<file path="config.mk">
export PLATFORM = sky130hd
export DESIGN_NAME = cond_branch_seq
export DESIGN_NICKNAME = d
export VERILOG_FILES = /design/src/rtl/cond_branch_seq.sv
export SDC_FILE = /design/constraint.sdc
export NUM_CORES = 1
export LEC_CHECK = 0
export CAP_MARGIN = 20
export CORE_MARGIN = 2
export CORE_UTILIZATION = 25
export DETAILED_ROUTE_END_ITERATION = 10
export PLACE_DENSITY = 0.46
export SYNTH_ARGS = -nofsm -noshare
export SYNTH_HDL_FRONTEND = slang
export SYNTH_SLANG_ARGS = --single-unit
</file>
<file path="constraint.sdc">
create_clock -name clk -period 1.85 [get_ports clk]
set_input_delay 0.37 -clock clk [delete_from_list [all_inputs] [get_ports clk]]
set_output_delay 0.37 -clock clk [all_outputs]
set_load 0.02 [all_outputs]
</file>
<file path="src/rtl/cond_branch_seq.sv">
// Conditional branch sequencer: tracks outstanding flag writers, waits for
// older ALU ops to retire their flags, then resolves the branch condition.
module cond_branch_seq #(
    parameter int MAX_PEND = 3,
    parameter int CNT_W    = 2
) (
    input  logic             clk,
    input  logic             rst_n,
    input  logic             alu_issue_i,
    input  logic             flag_wr_i,
    input  logic             flag_z_i,
    input  logic             flag_n_i,
    input  logic             flag_v_i,
    input  logic             flag_c_i,
    input  logic             flag_a0_i,
    input  logic             br_req_i,
    input  logic [4:0]       br_cond_i,
    output logic             br_rdy_o,
    output logic             res_vld_o,
    output logic             res_taken_o,
    output logic             res_err_o,
    input  logic             res_ack_i,
    input  logic             flush_i,
    output logic             stall_o,
    output logic [CNT_W-1:0] pend_cnt_o,
    output logic [1:0]       err_o
);

    typedef enum logic [1:0] {
        IDLE,
        WAIT,
        RESP
    } state_t;

    localparam logic [CNT_W-1:0] MAX_CNT = CNT_W'(MAX_PEND);
    localparam logic [CNT_W-1:0] ONE     = CNT_W'(1);

    state_t           state;
    logic [CNT_W-1:0] pendCnt;
    logic [CNT_W-1:0] pendNext;
    logic [CNT_W-1:0] waitCnt;
    logic [4:0]       condReg;
    logic [1:0]       errReg;
    logic             pendOvf;
    logic             pendUnf;
    logic             flagZ;
    logic             flagN;
    logic             flagV;
    logic             flagC;
    logic             flagA0;
    logic             selHit;
    logic             selErr;
    logic             takenNext;
    logic             takenReg;
    logic             errBitReg;

    // Next pending count with saturation at both ends
    always_comb begin
        pendNext = pendCnt;
        pendOvf  = 1'b0;
        pendUnf  = 1'b0;
        if (alu_issue_i && !flag_wr_i) begin
            if (pendCnt == MAX_CNT) begin
                pendOvf = 1'b1;
            end else begin
                pendNext = pendCnt + ONE;
            end
        end else if (!alu_issue_i && flag_wr_i) begin
            if (pendCnt == '0) begin
                pendUnf = 1'b1;
            end else begin
                pendNext = pendCnt - ONE;
            end
        end
    end

    // Pending counter and sticky error bits; flush never touches them
    always_ff @(posedge clk) begin
        if (!rst_n) begin
            pendCnt <= '0;
            errReg  <= 2'b00;
        end else begin
            pendCnt <= pendNext;
            errReg  <= errReg | {pendUnf, pendOvf};
        end
    end

    // Architectural flag register, loaded on every flag write-back
    always_ff @(posedge clk) begin
        if (!rst_n) begin
            flagZ  <= 1'b0;
            flagN  <= 1'b0;
            flagV  <= 1'b0;
            flagC  <= 1'b0;
            flagA0 <= 1'b0;
        end else if (flag_wr_i) begin
            flagZ  <= flag_z_i;
            flagN  <= flag_n_i;
            flagV  <= flag_v_i;
            flagC  <= flag_c_i;
            flagA0 <= flag_a0_i;
        end
    end

    // Condition select decode against the registered flags only
    always_comb begin
        selHit = 1'b0;
        selErr = 1'b0;
        unique case (condReg[3:0])
            4'd0:    selHit = 1'b1;
            4'd1:    selHit = flagZ;
            4'd2:    selHit = flagN;
            4'd3:    selHit = flagV;
            4'd4:    selHit = flagC;
            4'd5:    selHit = flagN ^ flagV;
            4'd6:    selHit = flagZ | (flagN ^ flagV);
            4'd7:    selHit = flagC & ~flagZ;
            4'd8:    selHit = flagA0;
            default: selErr = 1'b1;
        endcase
        takenNext = selErr ? 1'b0 : (selHit ^ condReg[4]);
    end

    // Branch FSM: capture, wait for older flag writers, resolve, hand off
    always_ff @(posedge clk) begin
        if (!rst_n) begin
            state     <= IDLE;
            waitCnt   <= '0;
            condReg   <= 5'd0;
            takenReg  <= 1'b0;
            errBitReg <= 1'b0;
        end else begin
            unique case (state)
                IDLE: begin
                    if (br_req_i) begin
                        condReg <= br_cond_i;
                        waitCnt <= pendNext;
                        state   <= WAIT;
                    end
                end
                WAIT: begin
                    if (flush_i) begin
                        state <= IDLE;
                    end else if (waitCnt != '0) begin
                        if (flag_wr_i) begin
                            waitCnt <= waitCnt - ONE;
                        end
                    end else begin
                        takenReg  <= takenNext;
                        errBitReg <= selErr;
                        state     <= RESP;
                    end
                end
                RESP: begin
                    if (flush_i) begin
                        takenReg  <= 1'b0;
                        errBitReg <= 1'b0;
                        state     <= IDLE;
                    end else if (res_ack_i) begin
                        state <= IDLE;
                    end
                end
                default: state <= IDLE;
            endcase
        end
    end

    assign br_rdy_o    = (state == IDLE);
    assign stall_o     = (state == WAIT);
    assign res_vld_o   = (state == RESP);
    assign res_taken_o = takenReg;
    assign res_err_o   = errBitReg;
    assign pend_cnt_o  = pendCnt;
    assign err_o       = errReg;

endmodule

</file>
Yosys cells after proc, flatten, opt, wreduce, memory -nomap -nowiden
Cells that the tools add are included.
- bits of input ports: 17
- ROM bits: 0
- RAM bits: 0
- memories kept: 0
- latch bits: 0
- output and inout bits: 9
- register bits: 20
- multipliers: 0
- eq/ne operators: 19
- shift operators: 0
- $add $sub $neg: 3
- $lt $le $gt $ge: 0
- reduce and logical (&&, ||, !) cells: 15
- divide/modulo/power cells: 0
- muxes and demuxes: 30
- bitwise gates (word level): 6
- operator list (kind ; count):
    2-bit 2-to-1 mux ; 13
    4-bit by 3-bit equality test with 1-bit output (second input constant) ; 4
    1-bit 2-to-1 mux ; 12
    1-bit case mux with 9 select lines ; 1
    9-bit OR reduction ; 1
    4-bit by 2-bit equality test with 1-bit output (second input constant) ; 2
    2-bit != test (second input constant) ; 4
    2-bit case mux with 3 select lines ; 1
    2-bit nonzero test ; 3
    5-bit AND reduction ; 1
    2-bit equality test (second input constant) ; 2
    4-bit by 1-bit equality test with 1-bit output (second input constant) ; 1
    4-bit equality test (second input constant) ; 1
    2-bit zero test ; 2
    4-bit zero test ; 1
    2-bit by 1-bit != test with 1-bit output (second input constant) ; 2
    1-bit case mux with 2 select lines ; 2
    2-bit case mux with 2 select lines ; 1
    4-bit AND reduction ; 1
    2-bit by 1-bit subtractor with 2-bit output (second input constant) ; 2
    3-bit by 1-bit != test with 1-bit output (second input constant) ; 1
    3-bit != test (second input constant) ; 1
    3-bit AND reduction ; 1
    2-bit by 1-bit adder with 2-bit output (second input constant) ; 1
    other kinds (9) ; 12

Longest topological paths before layout
- depth in word-level cells: 8
- mapped depth: 8

Worst setup path after synthesis
OpenSTA, ideal clock, no wires.
- path type: register -> register
- from: register state[0]
- to: register condReg[0]
- cell stages (with the launch flop): 6
- arrival time: 1.330 ns
- setup slack: 0.400 ns
- clock period less this slack: 1.450 ns
- data required time: 1.730 ns
- cells stage by stage: dfxtp_1 > nor2_1 > and2_1 > clkbuf_1 > mux2i_1 > nor2_1
- cells in the longest elaborated chain, start to end: 2
- ends and longest elaborated chain (element ; RTL line ; source):
    start: declaration ; 38 ; state_t state;
    start signal: assignment ; 127 ; state <= IDLE;
    start signal: assignment ; 138 ; state <= WAIT;
    start signal: assignment ; 143 ; state <= IDLE;
    2-bit zero test ; - ;
    via br_rdy_o ; 18 ; output logic br_rdy_o,
    2-bit AND reduction (no source line) ; - ;
    end signal: assignment ; 136 ; condReg <= br_cond_i;
    end: declaration ; 42 ; logic [4:0] condReg;
The timed path passes the listed nets, and every way through them passes these cells.
A chain may end at the register's enable or synchronous reset.

Worst setup path in the final report
- from: register state[0]
- to: output br_rdy_o
- cells in the longest elaborated chain, start to end: 1
- ends and longest elaborated chain (element ; RTL line ; source):
    2-bit zero test ; 168 ; assign br_rdy_o = (state == IDLE);
    end: declaration ; 18 ;
No other way between the ends.

==> results by group <==
Outcome
  – Outcome: complete, no violations

Synth
  – Most frequent cells after synthesis: dfxtp_1, nor2_1, mux2i_1, inv_1
  – Main area contributors after synthesis: dfxtp_1, mux2i_1, nor2_1
  – Count of synthesis-stage warnings from yosys: 0
  – Sequential area share after synthesis: 40.7%
  – Number of enable-type register cells in the synthesized netlist: 0
  – Synthesized instance count: 114
  – Biggest area consumer among synthesized cells: dfxtp_1
  – Flip-flop and latch count after synthesis: 20
  – Most instantiated library cell after synthesis: dfxtp_1
  – Post-Synthesis Mean Instance Area: 8.64 sq um
  – Cell variety after synth: 30
  – Post-Synthesis Net Count: 132
  – Netlist area before placement: 985 sq um
  – Fraction of post-synthesis cell area in the top cell type by area: 40.7%
  – Share of synthesized registers carrying an async set or reset: 0%
  – Primary FF master, synth: dfxtp_1

CTS
  – Post-CTS repair timing setup buffer count: 0
  – Clock insertion delay at the later pin of the skew report: 0.26 ns
  – Clock H-tree levels: 1
  – Hold bufs inserted after CTS: 0
  – Root buffer cell: clkbuf_8
  – Clock sink count: 20
  – Post-CTS clock slew at the launch and capture registers of the worst setup and hold paths: 0.07 ns
  – # resized after CTS: 2
  – Clock tree from TritonCTS: yes
  – Total clock buffers created by CTS: 3
  – Largest buffer count on any clock path: 2

Placement
  – Weighted congestion at the end of routability-driven global placement: 0.764
  – Cell Count Post-Placement: 187
  – Number of buffers added on ports: 25
  – Worst setup slack after placement: 0.0274 ns
  – Half-perimeter wire length after placement: 1.65 mm

Hold path
  – Hold WC Path Type: flip-flop to flip-flop
  – Worst Hold Depth: 1
  – Startpoint of the tightest hold check path: err_o[1]
  – Destination of the worst hold path: err_o[1]

Final layout
  – Multi-input logic area: 519 sq um
  – Number of non-filler instances in the completed layout: 191
  – Synthesis-to-layout area growth: 37.1%
  – Fillcell total: 386
  – Net count of the finished layout: 162
  – Storage cell area: 400 sq um
  – Share of post-route cells with drive strength above 1: 8.39%
  – Number of antenna repair diodes: 0

Die
  – Cell Rows: 22
  – Core Footprint: 3720 sq um
  – Height of the die: 66.8 microns
  – Num ports: 26
  – Die ar.: 4460 sq um
  – Starting utilization of the core area: 26.5%
  – Width of the die: 66.8 microns

Worst setup path
  – Arrival time at the worst endpoint: 1.33 ns
  – Req. time, crit path: 1.48 ns
  – Worst reg2reg path startpoint: waitCnt[0]
  – R2R cell count: 7
  – CP max FO: 5
  – Critical path origin: state[0]
  – Element type at the critical path start: flip-flop
  – Destination of the worst register-to-register timing path: waitCnt[0]
  – Start-to-end type of the worst setup path: flip-flop to primary output
  – Category of the worst setup path capture point: primary output
  – FF-to-FF setup slack: 0.31 ns

STA
  – Max_slew headroom: 76.2%
  – Highest clock rate: 589 MHz
  – Number of failing setup endpoints in the final timing report: 0
  – Final Critical Period: 1.70 ns
  – Final TNS setup: 0 ns
  – Min Hold Slack: 0.468 ns
  – Fraction of the cycle the final worst path needs: 91.8%
  – Worst path setup slack after routing: 0.151 ns
  – Count of final max-slew check failures: 0
  – Setup repair after global routing missed its margin: no
  – Maximum clock skew at final layout: 0.000724 ns
  – Final hold violation count: 0
  – Slew @ Worst Pin: 0.357 ns

Drt
  – Final ANT Viol Nets: 0
  – First-pass iteration count of the detailed router: 4
  – Vias per Instance: 4.32
  – Routed wire per std cell: 11.1 microns
  – Initial DRC count: 31
  – Final WL: 2.12 mm
  – Drt drc: 0
  – Via count: 825

Pwr
  – Pwr per Cell Area: 752 nW/um^2
  – Worst vdd ir: 0.000433 V
  – Leakage power of the design: 0.525 nW
  – Total design power: 0.00101 W

Run
  – Number of violations of the max-capacitance limit: 0

Global route
  – Overall Global Routing Usage: 11.0%
  – Antenna violations before repair: 0
  – Pin count of the biggest net entering global routing: 12
  – Global-route congestion overflow total: 0
  – Number of global-route vias before repair: 785
  – First-pass GRT wire length: 3.68 mm
==> registers in the layout (all words and copies together) (netlist names), 2 cells and up <==
register,flops
err_o,2
waitCnt,2
state,2
pend_cnt_o,2
condReg,5
==> logic make-up (layout without fill, tap and decap cells) <==
kind of cell	after synthesis	after routing	synth area share (%)
multiplexers	11	11	11.2
flip-flops	20	20	40.7
buffers and inverters	13	42	6.61
adder cells (fa/ha/maj)	1	1	1.27
AO/OA/AOI/OAI	24	24	16.0
XOR/XNOR	3	3	2.67
AND/OR/NAND/NOR	42	42	21.6
==> power breakdown <==
group	internal [W]	total [W]	switching [W]
registers	0.000457	0.000483	0.0000260
clock network	0.000189	0.000333	0.000143
logic	0.000110	0.000199	0.0000896
==> placed cells by master (no fill, tap or decap), drive strengths merged, types with 3 or more instances in the layout <==
| cell | instances |
|---|---|
| clkbuf | 4 |
| and2 | 3 |
| inv | 8 |
| o31ai | 3 |
| xnor2 | 3 |
| nor3b | 3 |
| mux2i | 11 |
| o21a | 3 |
| nor2b | 7 |
| o21ai | 4 |
| clkdlybuf4s50 | 23 |
| dfxtp | 20 |
| buf | 5 |
| a21oi | 7 |
| nand2 | 6 |
| nor2 | 15 |
==> routing by layer <==
metal  GRT usage [%]  routed length [microns]  up-vias  part of all wire [%]
li1                -                        -      445                     -
met1            14.0                     1090      362                    51
met2            17.5                      908       16                    43
met3            4.05                      106        2                   5.0
met4            3.06                       17        0                  0.80
met5               0                        0        -                     0
==> metrics by stage <==
stage,area (sq um),utilization [%]
after floorplan,985,-
after CTS,1350,36.3
after global placement,1300,34.9
after global routing,1350,36.3
final,1350,36.3
after detailed placement,1300,34.9
==> area by class of cell <==
type	instances	area share (%)
Tap cell	48	4.45
Multi-Input combinational cell	81	38.5
Sequential cell	20	29.7
Timing Repair Buffer	30	21.1
Inverter	8	2.22
Clock buffer	4	4.08
==> how the worst max path moves through the flow <==
stage,to,slack [ns],cells after the start
floorplan,condReg[0],0.40,5
global placement,waitCnt[0],0.06,7
detailed placement,waitCnt[0],0.03,7
CTS,br_rdy_o,0.13,2
global route,br_rdy_o,0.07,2
finish,br_rdy_o,0.15,2
==> critical path: stages, from the launching register on <==
cell	delay (ns)
dfxtp_1	0.35
nor2_1	0.11
clkdlybuf4s50_1	0.61
No activity file was read; power rests on OpenSTA's default activity.
